<file path="config.mk">
export PLATFORM = sky130hd
export DESIGN_NAME = alarm_snooze_ctrl_flat
export DESIGN_NICKNAME = d
export VERILOG_FILES = /design/src/rtl/alarm_snooze_ctrl_if.sv /design/src/rtl/alarm_snooze_ctrl.sv /design/src/flat_wrapper.sv
export SDC_FILE = /design/constraint.sdc
export NUM_CORES = 1
export LEC_CHECK = 0
export BUFFER_PORTS_ARGS = -buffer_cell sky130_fd_sc_hd__buf_2
export CORE_MARGIN = 4
export CORE_UTILIZATION = 48
export CTS_CLUSTER_SIZE = 16
export DETAILED_ROUTE_END_ITERATION = 16
export PLACE_DENSITY = 0.83
export SLEW_MARGIN = 10
export SYNTH_ARGS = -nofsm -noshare
export SYNTH_HDL_FRONTEND = slang
export SYNTH_SLANG_ARGS = --single-unit
</file>
<file path="constraint.sdc">
create_clock -name clock -period 4.1 [get_ports clock]
set_input_delay 0 -clock clock [delete_from_list [all_inputs] [get_ports clock]]
set_output_delay 0 -clock clock [all_outputs]
set_load 0.05 [all_outputs]
</file>
<file path="src/rtl/alarm_snooze_ctrl_if.sv">
// Signal bundle between the alarm sounding controller and its surroundings.
// The master side supplies time, alarm setting and button levels. The slave
// side (the controller) returns the sounder drive and the status flags.
interface alarm_snooze_ctrl_if;
    logic        one_second;
    logic [15:0] current_time;
    logic [15:0] alarm_time;
    logic        alarm_enable;
    logic        stop_button;
    logic        snooze_button;
    logic        alarm;
    logic        snooze_active;
    logic [2:0]  snooze_count;
    logic        missed_alarm;

    modport master (
        output one_second, current_time, alarm_time, alarm_enable,
               stop_button, snooze_button,
        input  alarm, snooze_active, snooze_count, missed_alarm
    );

    modport slave (
        input  one_second, current_time, alarm_time, alarm_enable,
               stop_button, snooze_button,
        output alarm, snooze_active, snooze_count, missed_alarm
    );
endinterface

</file>
<file path="src/rtl/alarm_snooze_ctrl.sv">
// Alarm sounding controller: detects the rising edge of a time/alarm match,
// then sequences RINGING, SNOOZE and ring auto-off.
// Snooze support (SNOOZE state, snooze counter path, snooze button edge) is
// built only when the macro ALARM_SNOOZE_EN is defined. Without it, snooze
// outputs are tied to 0 and RINGING ends only by stop, timeout or disable.
module alarm_snooze_ctrl #(
    parameter int SNOOZE_SECS = 300,
    parameter int RING_SECS   = 60,
    parameter int MAX_SNOOZE  = 3
) (
    input  logic                clock,
    input  logic                reset_n,
    alarm_snooze_ctrl_if.slave  bus
);

    typedef enum logic [1:0] {IDLE, RINGING, SNOOZE} state_t;

    localparam logic [9:0] RING_LAST = 10'(RING_SECS - 1);

    state_t      state;
    logic [9:0]  sec_cnt;
    logic        alarm_r;
    logic        missed_r;
    logic        match;
    logic        match_q;
    logic        trigger;
    logic        stop_q;
    logic        stop_e;

    // match_q resets to 1 so a match present at reset release does not fire
    assign match   = (bus.current_time == bus.alarm_time);
    assign trigger = match & ~match_q & bus.alarm_enable;
    assign stop_e  = bus.stop_button & ~stop_q;

`ifdef ALARM_SNOOZE_EN
    localparam logic [9:0] SNOOZE_LAST = 10'(SNOOZE_SECS - 1);
    localparam logic [2:0] SNOOZE_MAX  = 3'(MAX_SNOOZE);

    logic        snz_q;
    logic        snz_e;
    logic        snooze_active_r;
    logic [2:0]  snooze_count_r;

    assign snz_e             = bus.snooze_button & ~snz_q;
    assign bus.snooze_active = snooze_active_r;
    assign bus.snooze_count  = snooze_count_r;

    // Snooze button history for rising-edge detection
    always_ff @(posedge clock or negedge reset_n) begin
        if (!reset_n) snz_q <= 1'b0;
        else          snz_q <= bus.snooze_button;
    end
`else
    assign bus.snooze_active = 1'b0;
    assign bus.snooze_count  = 3'd0;
`endif

    assign bus.alarm        = alarm_r;
    assign bus.missed_alarm = missed_r;

    // Match and stop button history for edge detection
    always_ff @(posedge clock or negedge reset_n) begin
        if (!reset_n) begin
            match_q <= 1'b1;
            stop_q  <= 1'b0;
        end else begin
            match_q <= match;
            stop_q  <= bus.stop_button;
        end
    end

    // Alarm FSM with shared second counter and registered outputs
    always_ff @(posedge clock or negedge reset_n) begin
        if (!reset_n) begin
            state    <= IDLE;
            sec_cnt  <= 10'd0;
            alarm_r  <= 1'b0;
            missed_r <= 1'b0;
`ifdef ALARM_SNOOZE_EN
            snooze_active_r <= 1'b0;
            snooze_count_r  <= 3'd0;
`endif
        end else begin
            case (state)
                IDLE: begin
                    sec_cnt <= 10'd0;
                    if (trigger) begin
                        state   <= RINGING;
                        alarm_r <= 1'b1;
`ifdef ALARM_SNOOZE_EN
                        snooze_count_r <= 3'd0;
`endif
                    end else if (stop_e) begin
                        missed_r <= 1'b0;
                    end
                end
                RINGING: begin
                    if (!bus.alarm_enable || stop_e) begin
                        state   <= IDLE;
                        alarm_r <= 1'b0;
                        sec_cnt <= 10'd0;
`ifdef ALARM_SNOOZE_EN
                    end else if (snz_e && (snooze_count_r < SNOOZE_MAX)) begin
                        state           <= SNOOZE;
                        alarm_r         <= 1'b0;
                        snooze_active_r <= 1'b1;
                        snooze_count_r  <= snooze_count_r + 3'd1;
                        sec_cnt         <= 10'd0;
`endif
                    end else if (bus.one_second && (sec_cnt == RING_LAST)) begin
                        state    <= IDLE;
                        alarm_r  <= 1'b0;
                        missed_r <= 1'b1;
                        sec_cnt  <= 10'd0;
                    end else if (bus.one_second) begin
                        sec_cnt <= sec_cnt + 10'd1;
                    end
                end
`ifdef ALARM_SNOOZE_EN
                SNOOZE: begin
                    if (!bus.alarm_enable || stop_e) begin
                        state           <= IDLE;
                        snooze_active_r <= 1'b0;
                        sec_cnt         <= 10'd0;
                    end else if (bus.one_second && (sec_cnt == SNOOZE_LAST)) begin
                        state           <= RINGING;
                        snooze_active_r <= 1'b0;
                        alarm_r         <= 1'b1;
                        sec_cnt         <= 10'd0;
                    end else if (bus.one_second) begin
                        sec_cnt <= sec_cnt + 10'd1;
                    end
                end
`endif
                default: begin
                    state   <= IDLE;
                    alarm_r <= 1'b0;
                    sec_cnt <= 10'd0;
                end
            endcase
        end
    end

endmodule

</file>
<file path="src/flat_wrapper.sv">
// flat-port wrapper written by rule: the top's interface ports become plain ports
module alarm_snooze_ctrl_flat 
#(
    parameter int SNOOZE_SECS = 300,
    parameter int RING_SECS   = 60,
    parameter int MAX_SNOOZE  = 3
)
  (clock, reset_n, bus_one_second, bus_current_time, bus_alarm_time, bus_alarm_enable, bus_stop_button, bus_snooze_button, bus_alarm, bus_snooze_active, bus_snooze_count, bus_missed_alarm);
  alarm_snooze_ctrl_if bus_i ();
  input  logic clock;
  input  logic reset_n;
  input wire logic [$bits(bus_i.one_second)-1:0] bus_one_second;
  input wire logic [$bits(bus_i.current_time)-1:0] bus_current_time;
  input wire logic [$bits(bus_i.alarm_time)-1:0] bus_alarm_time;
  input wire logic [$bits(bus_i.alarm_enable)-1:0] bus_alarm_enable;
  input wire logic [$bits(bus_i.stop_button)-1:0] bus_stop_button;
  input wire logic [$bits(bus_i.snooze_button)-1:0] bus_snooze_button;
  output wire logic [$bits(bus_i.alarm)-1:0] bus_alarm;
  output wire logic [$bits(bus_i.snooze_active)-1:0] bus_snooze_active;
  output wire logic [$bits(bus_i.snooze_count)-1:0] bus_snooze_count;
  output wire logic [$bits(bus_i.missed_alarm)-1:0] bus_missed_alarm;
  assign bus_i.one_second = bus_one_second;
  assign bus_i.current_time = bus_current_time;
  assign bus_i.alarm_time = bus_alarm_time;
  assign bus_i.alarm_enable = bus_alarm_enable;
  assign bus_i.stop_button = bus_stop_button;
  assign bus_i.snooze_button = bus_snooze_button;
  assign bus_alarm = bus_i.alarm;
  assign bus_snooze_active = bus_i.snooze_active;
  assign bus_snooze_count = bus_i.snooze_count;
  assign bus_missed_alarm = bus_i.missed_alarm;
  alarm_snooze_ctrl #(.SNOOZE_SECS(SNOOZE_SECS), .RING_SECS(RING_SECS), .MAX_SNOOZE(MAX_SNOOZE)) u_core (.clock(clock), .reset_n(reset_n), .bus(bus_i));
endmodule
</file>
# Yosys cells after proc, flatten, opt, wreduce, memory -nomap -nowiden
# Cells that the tools add are included.
# word_totals
ram_bits	0
romBits	0
memories	0
input_bits	38
register_bits	16
wordCells	46
latch_bits	0
out_inout_bits	6
# classes
div	0
n_mul	0
order_cmp	0
addsub	1
eq_ne	10
muxes	17
n_reduce_logical	7
shifts	0
bitwise	5
# op_table
cell	count
10-bit two-way mux	4
16-bit == test	1
10-bit by 1-bit adder with 10-bit output (second input constant)	1
10-bit by 6-bit == test with 1-bit output (second input constant)	1
1-bit two-way mux	7
2-bit two-way mux	3
2-bit by 1-bit inequality test with 1-bit output (second input constant)	3
5-bit AND reduction	1
2-bit inequality test (second input constant)	2
4-bit by 2-bit inequality test with 1-bit output (second input constant)	1
1-bit one-hot mux with 2 select lines	2
2-bit one-hot mux with 2 select lines	1
1-bit AND	3
3-bit by 1-bit inequality test with 1-bit output (second input constant)	1
2-bit by 1-bit == test with 1-bit output (second input constant)	1
2-bit zero test	1
1-bit NOT	2
2-bit AND reduction	1
2-bit nonzero test	1
1-bit logical AND	1
1-bit zero test	1
1-bit logical OR	1

# Longest topological paths before layout
# Gate-level depths: netlist of run 1.
# logic_depth
word_depth	5
ltp_mapped	5
mapped_depth_nobuf	5

# Least setup slack after synthesis of run 1
# Ideal clock, no wire load.
# synth_path
path_kind	register -> register
startpoint	reg u_core.bus.alarm (netlist name)
endpoint	reg u_core.sec_cnt[9]
slack_ns	2.499
arrival_time_ns	1.528
setup_time_ns	0.074
path_stages_with_launch	5
required_time_ns	4.026
synth_period_minus_slack_ns	1.601
n_path_buf	0
path_cell_list	dfrtp_1 > nand2_1 > o31ai_2 > or4_4 > a21oi_2
# synth_rtl
element	line	source
end signal: assignment	alarm_snooze_ctrl.sv:116	sec_cnt <= sec_cnt + 10'd1;
end: declaration	alarm_snooze_ctrl.sv:21	logic [9:0] sec_cnt;

# Worst setup path in the final report of run 1
# layout_path
startpoint	reg u_core.stop_q
endpoint	reg u_core.sec_cnt[9]
# layout_via
elab_chain_cells	5
elab_cells_between_ends	6
cone_classes	eq/ne (1); mux (2); bitwise (2); reduce/logical (1)
# layout_lines
element	line	source
start: declaration	alarm_snooze_ctrl.sv:27	logic stop_q;
start signal: assignment	alarm_snooze_ctrl.sv:68	stop_q <= bus.stop_button;
1-bit NOT (*)	alarm_snooze_ctrl.sv:33	assign stop_e = bus.stop_button & ~stop_q;
1-bit AND (*)	alarm_snooze_ctrl.sv:33	
1-bit logical OR (*)	alarm_snooze_ctrl.sv:98	if (!bus.alarm_enable || stop_e) begin
10-bit two-way mux	alarm_snooze_ctrl.sv:98	
10-bit two-way mux	alarm_snooze_ctrl.sv:84	case (state)
# Mark *: on every way between the ends. The rest lies on a longest branch, timed or not.
# A chain may end at the register's enable or synchronous reset.

==> results.md, run 1 <==
- Layout area overhead: 28.8%
- Row count: 15
- Crit path max-delay cell type: or4_4
- Setup TNS: 0 ns
- Largest net degree at the start of global routing: 15
- Drt via density: 5.42
- WP data arrival: 1.74 ns
- WL met3: 150 um
- Crit path launch type: flop
- Worst Clk Skew: 0.0160 ns
- CP max FO: 7
- Cts bufs inserted: 3
- Min cycle time layout: 1.51 ns
- Starting Density: 52.0%
- P per Cell Area: 248 nW/um^2
- Max Cap Violations: 0
- Clock Tree Buf Depth: 2
- WL per Instance: 13.7 um
- CORE AREA: 1760 sq um
- Post-CTS setup buffers: 0
- Clk slew on worst S/H paths: 0.10 ns
- Final WL: 2270 um
- DR iter-0 viols: 11
- Top Ports: 44
- Buffers on Ports: 38
- Library cells used by synthesis: 34
- Nature of the critical path endpoint: flop
- Ratio of cells with drive above 1 in the final layout: 36.4%
- Gr ovfl total: 0
- Chip Height: 51.7 um
- Fmax: 0.663 GHz
- First-pass GRT wire length: 3900 um
- Worst slack at placement: 2.59 ns
- Final setup viols: 0
- Worst-Skew Late Latency: 0.30 ns
- Setup WS post-layout: 2.59 ns
- Final slew viol count: 0
- Fin. Hold Viols: 0
- Met1 Routed Length: 882 um
- Placer Congestion: 0.835
- Root Buffer Master: clkbuf_4
- Crit Path Class: reg2reg
- Mean area per synthesized cell: 9.45 sq um
- CP peak stage delay: 0.50 ns
- Via count: 895
- Outcome: complete, no violations
- Critical-path cell list: nor2b_2 -> o31ai_2 -> or4_4 -> a21oi_2
- Peak supply drop: 0.000144 V
- DRC: 0
- # diodes: 0
- Fin crit share: 36.8%
- CTS tree: built
- Class of the worst hold path: in2reg
- Post-synthesis cell count: 97
- Fill count: 171
- Chip width: 51.7 um
- Vias in the first global route: 942
- Core Util, Final: 67.0%
- RSZ-0062 raised after global routing: false
- CTS sink count: 14
- Static Leak: 0.561 nW
- CP Data Required Time: 4.33 ns
- Final Instance Count excl. Fillers: 165
- Synthesized flop and latch total: 14
- Synthesized cell area: 917 sq um
- Sequential area share after synthesis: 38.3%
- Post-DP HPWL: 1820 um
- Synth Warn #: 0
- First-pass detailed-route iteration total: 4
- Final #Nets: 180
- Gr usage total: 19.5%
- Placed cells: 158
- Met2 WL: 1170 um
- Top layer reached by signal wires: met4
- Tot Pwr: 293 uW
- Initial antenna violation count: 0
- DRT antenna net count: 0
- Die footprint: 2670 sq um
- Htree depth: 1
[path summary, 6_finish.rpt]
path                                   start                 to  slack, ns  cells past startpoint
min in group asynchronous            reset_n  u_core.sec_cnt[5]       0.12                      2
setup reg to reg               u_core.stop_q  u_core.sec_cnt[9]       2.59                      4
setup / recovery               u_core.stop_q  u_core.sec_cnt[9]       2.59                      4
max in group asynchronous            reset_n     u_core.match_q       3.68                      2
hold / removal                bus_one_second  u_core.sec_cnt[0]       0.04                      2
hold reg to reg            u_core.sec_cnt[1]  u_core.sec_cnt[1]       0.56                      2
[synth_stat cells, drive strengths merged]
cell,number,area share (%)
a21oi,3,2.0
and2,1,0.82
and3,2,1.4
buf,5,3.8
conb,1,0.41
dfrtp,13,35
dfstp,1,2.9
ha,1,1.4
inv,1,0.41
nand2,8,3.5
nand2b,1,0.68
nand3,2,1.1
nand3b,2,1.6
nand4,3,2.0
nor2,7,2.9
nor2b,1,0.96
nor3,1,0.55
nor4,4,2.7
nor4b,1,0.96
o2111ai,1,0.96
o21a,1,0.82
o21ai,6,3.3
o22ai,1,0.68
o311ai,2,1.9
o31a,1,0.96
o31ai,3,3.0
or2b,1,0.82
or3,2,1.6
or4,1,1.2
xor2,20,19
[cell usage in the layout, fill, tap and decap left out, types with 3 or more instances in the layout]
cell / count
buf_2: 38
clkbuf_4: 3
conb_1: 4
dfrtp_1: 13
dlygate4sd3_1: 3
nand2_1: 7
nand4_1: 3
nor2_1: 7
nor4_1: 4
o21ai_0: 6
xor2_1: 20
[critical path, delay by kind of cell (launching register included)]
family	cells	cell delay (ns)
flops	1	0.41
simple gates	2	0.75
compound gates	2	0.30
[layer usage]
metal / GRT usage [%] / vias up
li1: - / 427
met1: 20.8 / 418
met2: 37.5 / 41
met3: 1.43 / 9
met4: 10.5 / 0
met5: 0 / -
[sequential cells by signal, summed over array words and instances (netlist names)]
signal,cells
u_core.sec_cnt,10
u_core.match_q,1
u_core.bus.missed_alarm,1
u_core.stop_q,1
u_core.bus.alarm,1
[area by class of cell]
class | count | area (sq um) | share of cell area, %
Sequential cell | 14 | 352 | 29.8
Multi-Input combinational cell | 80 | 538 | 45.6
Timing Repair Buffer | 41 | 220 | 18.6
Tap cell | 25 | 31.3 | 2.65
Inverter | 1 | 3.75 | 0.318
Clock buffer | 4 | 36.3 | 3.07
[timing repair]
item                      in CTS  in global routing
resized for setup              0                  0
hold endpoints to repair      16                  0
hold buffers                   3                  0
[cell families (layout without fill, tap and decap cells)]
kind of cell	count (synthesis)	count (layout)	share of synthesized area, %
other	1	4	0.409
adders and majority gates	1	1	1.36
and+or+nand+nor	37	37	22.9
DFF	14	14	38.3
AOI/OAI and AO/OA	18	18	13.6
xor gates and xnor gates	20	20	19.1
buffers and inverters	6	46	4.23
[where the power goes]
group / total [mW] / internal (mW) / switching, mW
Combinational: 0.0496 / 0.0226 / 0.0269
Sequential: 0.139 / 0.139 / 0.000450
Clock: 0.104 / 0.0541 / 0.0502
Total: 0.293 / 0.215 / 0.0776
[per-stage QoR]
stage / hold WS [ns] / area (sq um)
floorplan: -0.296 / 928
global placement: -0.0951 / 1110
detailed placement: -0.0908 / 1110
CTS: 0.0345 / 1180
global route: 0.0664 / 1180
finish: 0.0384 / 1180
Note: power is estimated with default switching activity, not from simulation.
==> run 2, diff against run 1 <==
- CORE_UTILIZATION: 48 -> 41
- PLACE_DENSITY: 0.83 -> 0.75
- clock period: 4.1 -> 1.2 ns (I/O delays scaled with it)
==> run 2 against run 1 <==
The flow now finishes with violations (negative setup slack). Power grew to 3.2 times the previous value. Sequential cell count did not move. Sequential power grew to 3.4 times the previous value. Routed wire length rose by 12%. Combinational power grew to 3.7 times the previous value. Largest cell class unchanged. Largest power group unchanged.
==> results.md, run 2 (same netlist as run 1, synthesis figures left out) <==
- Top Ports: 44
- Worst Clk Skew: 0.00383 ns
- Final Instance Count excl. Fillers: 184
- Starting Density: 44.9%
- Worst slack at placement: -0.270 ns
- Htree depth: 1
- Gr ovfl total: 0
- Worst hold slack: 0.139 ns
- Vias in the first global route: 983
- Max Cap Violations: 0
- Setup WS post-layout: -0.221 ns
- Outcome: finished with violations
- Placer Congestion: 0.842
- Row count: 16
- Final WL: 2540 um
- Post-DP HPWL: 1860 um
- Chip width: 55.3 um
- Final slew viol count: 0
- First-pass detailed-route iteration total: 5
- CTS sink count: 14
- Clk slew on worst S/H paths: 0.08 ns
- P per Cell Area: 680 nW/um^2
- RSZ-0062 raised after global routing: true
- CP max FO: 5
- Fin area: 1380 sq um
- Cts bufs inserted: 3
- Crit Path Class: reg2reg
- Worst-Skew Late Latency: 0.28 ns
- WL per Instance: 13.8 um
- Tot Pwr: 937 uW
- Biggest register: u_core.sec_cnt
- DR iter-0 viols: 17
- Min cycle time layout: 1.42 ns
- Sequential cell area: 354 sq um
- Most frequent cells in the layout: buf_2 (38), xor2_1 (20), buf_4 (16)
- Fin. Hold Viols: 0
- Placed cells: 173
- Initial antenna violation count: 0
- Gr usage total: 17.2%
- DRC: 0
- Layout area overhead: 50.3%
- Final setup viols: 12
- Peak supply drop: 0.000396 V
- Ratio of cells with drive above 1 in the final layout: 49.7%
- Buffers on Ports: 38
- Max reg flops: 10
- First-pass GRT wire length: 4210 um
- Fmax: 0.704 GHz
- Nature of the critical path endpoint: flop
- WP data arrival: 1.59 ns
- Clock Tree Buf Depth: 2
- Class of the worst hold path: in2async
- DRT antenna net count: 0
- Via count: 947
- Fin crit share: 118%
- # diodes: 0
- Static Leak: 0.654 nW
- CTS tree: built
- Largest net degree at the start of global routing: 15
- Failing checks: negative setup slack
- Fill count: 172
- Multi-input logic area: 621 sq um
- Die footprint: 3060 sq um
- CP Data Required Time: 1.37 ns
- Crit path launch type: flop
- DP Area: 1240 sq um
- Chip Height: 55.3 um
- Commonest non-fill, non-tap cell in the layout: buf_2
- Final #Nets: 197
- Drt via density: 5.15
- Root Buffer Master: clkbuf_4
- CORE AREA: 2040 sq um
[run 2: cell count changes in the layout (fill, tap and decap cells not counted), moves of 2 or more]
cell,previous run,this run
o21ai_1,0,3
nor2_2,0,2
buf_4,0,16
nor2_1,7,5
nand2_4,0,3
dfrtp_1,13,11
dfrtp_2,0,2
o21ai_0,6,3
[run 2: final cells by class]
| cell class | instances | area share [%] |
|---|---|---|
| inverters | 1 | 0.272 |
| well taps | 27 | 2.45 |
| flip-flops and latches | 14 | 25.7 |
| multi-input cells | 81 | 45.0 |
| clock buffers | 4 | 1.91 |
| repair buffers | 57 | 24.7 |
[run 2: timing repair]
action                                  CTS  global route
hold endpoints to repair                 17             0
cloned                                    1             0
hold buffers                              3             0
setup buffers                             2             1
endpoints found under the setup margin   12            12
gates resized for setup                   9             5
pin swaps                                 9             4
[run 2: final timing paths]
kind / slack (ns) / startpoint / cells after the start / to
worst max-delay path: -0.22 / u_core.sec_cnt[9] / 5 / u_core.bus.alarm
min in group clock: 0.14 / bus_alarm_time[15] / 5 / u_core.match_q
worst min-delay path: 0.14 / reset_n / 2 / u_core.sec_cnt[7]
max in group asynchronous: 0.76 / reset_n / 2 / u_core.match_q
worst min register to register: 0.57 / u_core.bus.missed_alarm / 2 / u_core.bus.missed_alarm
worst max register to register: -0.22 / u_core.sec_cnt[9] / 5 / u_core.bus.alarm
[run 2: routing by layer]
metal  vias up  part of all wire, %  global-route usage [%]
li1        464                    -                       -
met1       426                   39                    19.9
met2        49                   49                    28.7
met3         8                  8.7                    3.96
met4         0                  2.7                    9.72
met5         -                    0                       0
[run 2: stage by stage]
stage          setup TNS, ns  util [%]
3_5_place_dp           -2.67      60.7
3_3_place_gp           -1.28      60.7
6_report               -2.33      67.5
2_1_floorplan         -0.998         -
5_1_grt                -3.50      67.5
4_1_cts                -2.03      66.1
[run 2: critical path, cell delays in order (launching register included)]
cell     delay [ns]
dfrtp_1        0.43
nor4b_4        0.33
nand4_1        0.19
buf_4          0.20
nand2_4        0.09
o21ai_1        0.07
[run 2: power breakdown]
group | switching (mW) | leakage [nW] | internal [mW]
sequential | 0.00228 | 0.186 | 0.473
combinational | 0.0968 | 0.452 | 0.0850
clock | 0.151 | 0.0150 | 0.129
total | 0.250 | 0.654 | 0.687
==> run 3, diff against run 2 <==
- CORE_UTILIZATION: 41 -> 40
- GPL_ROUTABILITY_DRIVEN: unset -> 0
- PLACE_DENSITY: 0.75 -> 0.73
==> run 3 against run 2 <==
The run still ends with negative setup slack left. Sequential power is essentially flat. Die area rose by 2.1%. Clock power is 21% higher. Global-route usage decreased by 0.66 points.
==> results.md, run 3 (same netlist as run 1, synthesis figures left out) <==
- Outcome: finished with violations
- Failing checks: negative setup slack
- Cts bufs inserted: 3
- Post-DP HPWL: 1860 um
- CORE AREA: 2190 sq um
- Fin. Hold Viols: 0
- CP Data Required Time: 1.37 ns
- Htree depth: 1
- Chip Height: 55.9 um
- Commonest non-fill, non-tap cell in the layout: buf_2
- Core Util, Final: 65.4%
- Peak supply drop: 0.000573 V
- Setup TNS: -2.36 ns
- Worst hold slack: 0.0843 ns
- DRC: 0
- Crit path launch type: flop
- Fin area: 1430 sq um
- Die footprint: 3120 sq um
- Nature of the critical path endpoint: flop
- Row count: 17
- Final WL: 2520 um
- Max Cap Violations: 0
- Setup WS post-layout: -0.221 ns
- Final slew viol count: 0
- Clock Tree Buf Depth: 2
- Root Buffer Master: clkbuf_4
- CP peak stage delay: 0.42 ns
- Met2 WL: 1270 um
- Initial antenna violation count: 0
- Chip width: 55.9 um
- WP data arrival: 1.59 ns
- DP Area: 1220 sq um
- Met1 Routed Length: 980 um
- Critical-path cell list: nor4b_2 -> nand4_1 -> buf_6 -> o2111ai_1 -> nand2_1
- Ratio of cells with drive above 1 in the final layout: 52.5%
- Tot Pwr: 992 uW
- Final #Nets: 198
- CP max FO: 3
- Worst r2r dst: u_core.sec_cnt[8]
- DR iter-0 viols: 29
- CTS sink count: 14
- CTS tree: built
- FF-to-FF setup slack: -0.22 ns
- Worst-Skew Late Latency: 0.28 ns
- P per Cell Area: 692 nW/um^2
- Fmax: 0.704 GHz
- Drt via density: 5.19
- Crit Path Class: reg2reg
- Largest net degree at the start of global routing: 15
- Fill count: 179
- Starting Density: 41.9%
- Fin crit share: 118%
- Layout area overhead: 56.2%
- Gr ovfl total: 0
- Clk slew on worst S/H paths: 0.08 ns
- Top layer reached by signal wires: met4
- Final setup viols: 12
- Crit path max-delay cell type: dfrtp_1
- Cell count of the worst reg-to-reg path: 5
- Min cycle time layout: 1.42 ns
- CP startpoint: u_core.sec_cnt[9]
- First-pass detailed-route iteration total: 4
- Max reg flops: 10
- Gr usage total: 16.5%
- R2R Path Start: u_core.sec_cnt[9]
- Via count: 965
- RSZ-0062 raised after global routing: true
- Worst Setup EP: u_core.sec_cnt[8]
- DRT antenna net count: 0
- Static Leak: 0.662 nW
- WL met3: 204 um
- # diodes: 0
- Top Ports: 44
- Buffers on Ports: 38
- Vias in the first global route: 1,008
- Class of the worst hold path: in2reg
- WL per Instance: 13.6 um
- Worst Clk Skew: 0.00605 ns
- Most frequent cells in the layout: buf_2 (38), xor2_1 (20), buf_4 (15)
- Biggest register: u_core.sec_cnt
- First-pass GRT wire length: 4170 um
-- run 3: worst max-delay path: cells and delay by family, from the launching register on --
kind / cells / cell delay [ns]
buffers and inverters: 1 / 0.19
and+or+nand+nor: 3 / 0.62
DFF: 1 / 0.42
AOI/OAI and AO/OA: 1 / 0.08
-- run 3: final cells by class --
type	count	area [sq um]	share of cell area (%)
inverters	1	3.75	0.262
multi-input cells	81	648	45.2
flip-flops and latches	14	355	24.8
clock buffers	4	36.3	2.53
well taps	28	35.0	2.45
repair buffers	58	354	24.7
-- run 3: worst min-delay path by stage --
stage / slack (ns) / depth (start not counted) / startpoint / end
global placement: -0.1 / 1 / reset_n / u_core.sec_cnt[7]
detailed placement: -0.09 / 1 / reset_n / u_core.sec_cnt[7]
CTS: 0.06 / 3 / bus_one_second / u_core.sec_cnt[1]
finish: 0.08 / 3 / bus_one_second / u_core.sec_cnt[1]
global route: 0.09 / 3 / bus_one_second / u_core.sec_cnt[1]
floorplan: -0.30 / 0 / reset_n / u_core.bus.alarm
-- run 3: routing by layer --
| metal | up-vias | GRT usage [%] |
|---|---|---|
| li1 | 467 | - |
| met1 | 435 | 18.9 |
| met2 | 53 | 29.1 |
| met3 | 10 | 5.10 |
| met4 | 0 | 5.42 |
| met5 | - | 0 |
-- run 3: repair_timing --
item | CTS | global route
setup buffers | 3 | 2
resized for setup | 8 | 16
hold endpoints to repair | 16 | 0
pin swaps | 7 | 11
hold buffers | 4 | 0
cloned | 1 | 0
setup endpoints to repair | 12 | 12
-- run 3: metrics by stage --
step	setup WS (ns)	cells
2_1_floorplan	-0.140	100
3_3_place_gp	-0.157	172
3_5_place_dp	-0.235	172
4_1_cts	-0.196	184
5_1_grt	-0.282	186
6_report	-0.221	186
-- run 3: report_power, final --
| group | switching (mW) | internal, mW |
|---|---|---|
| Sequential | 0.00188 | 0.473 |
| Combinational | 0.0954 | 0.0836 |
| Clock | 0.153 | 0.185 |
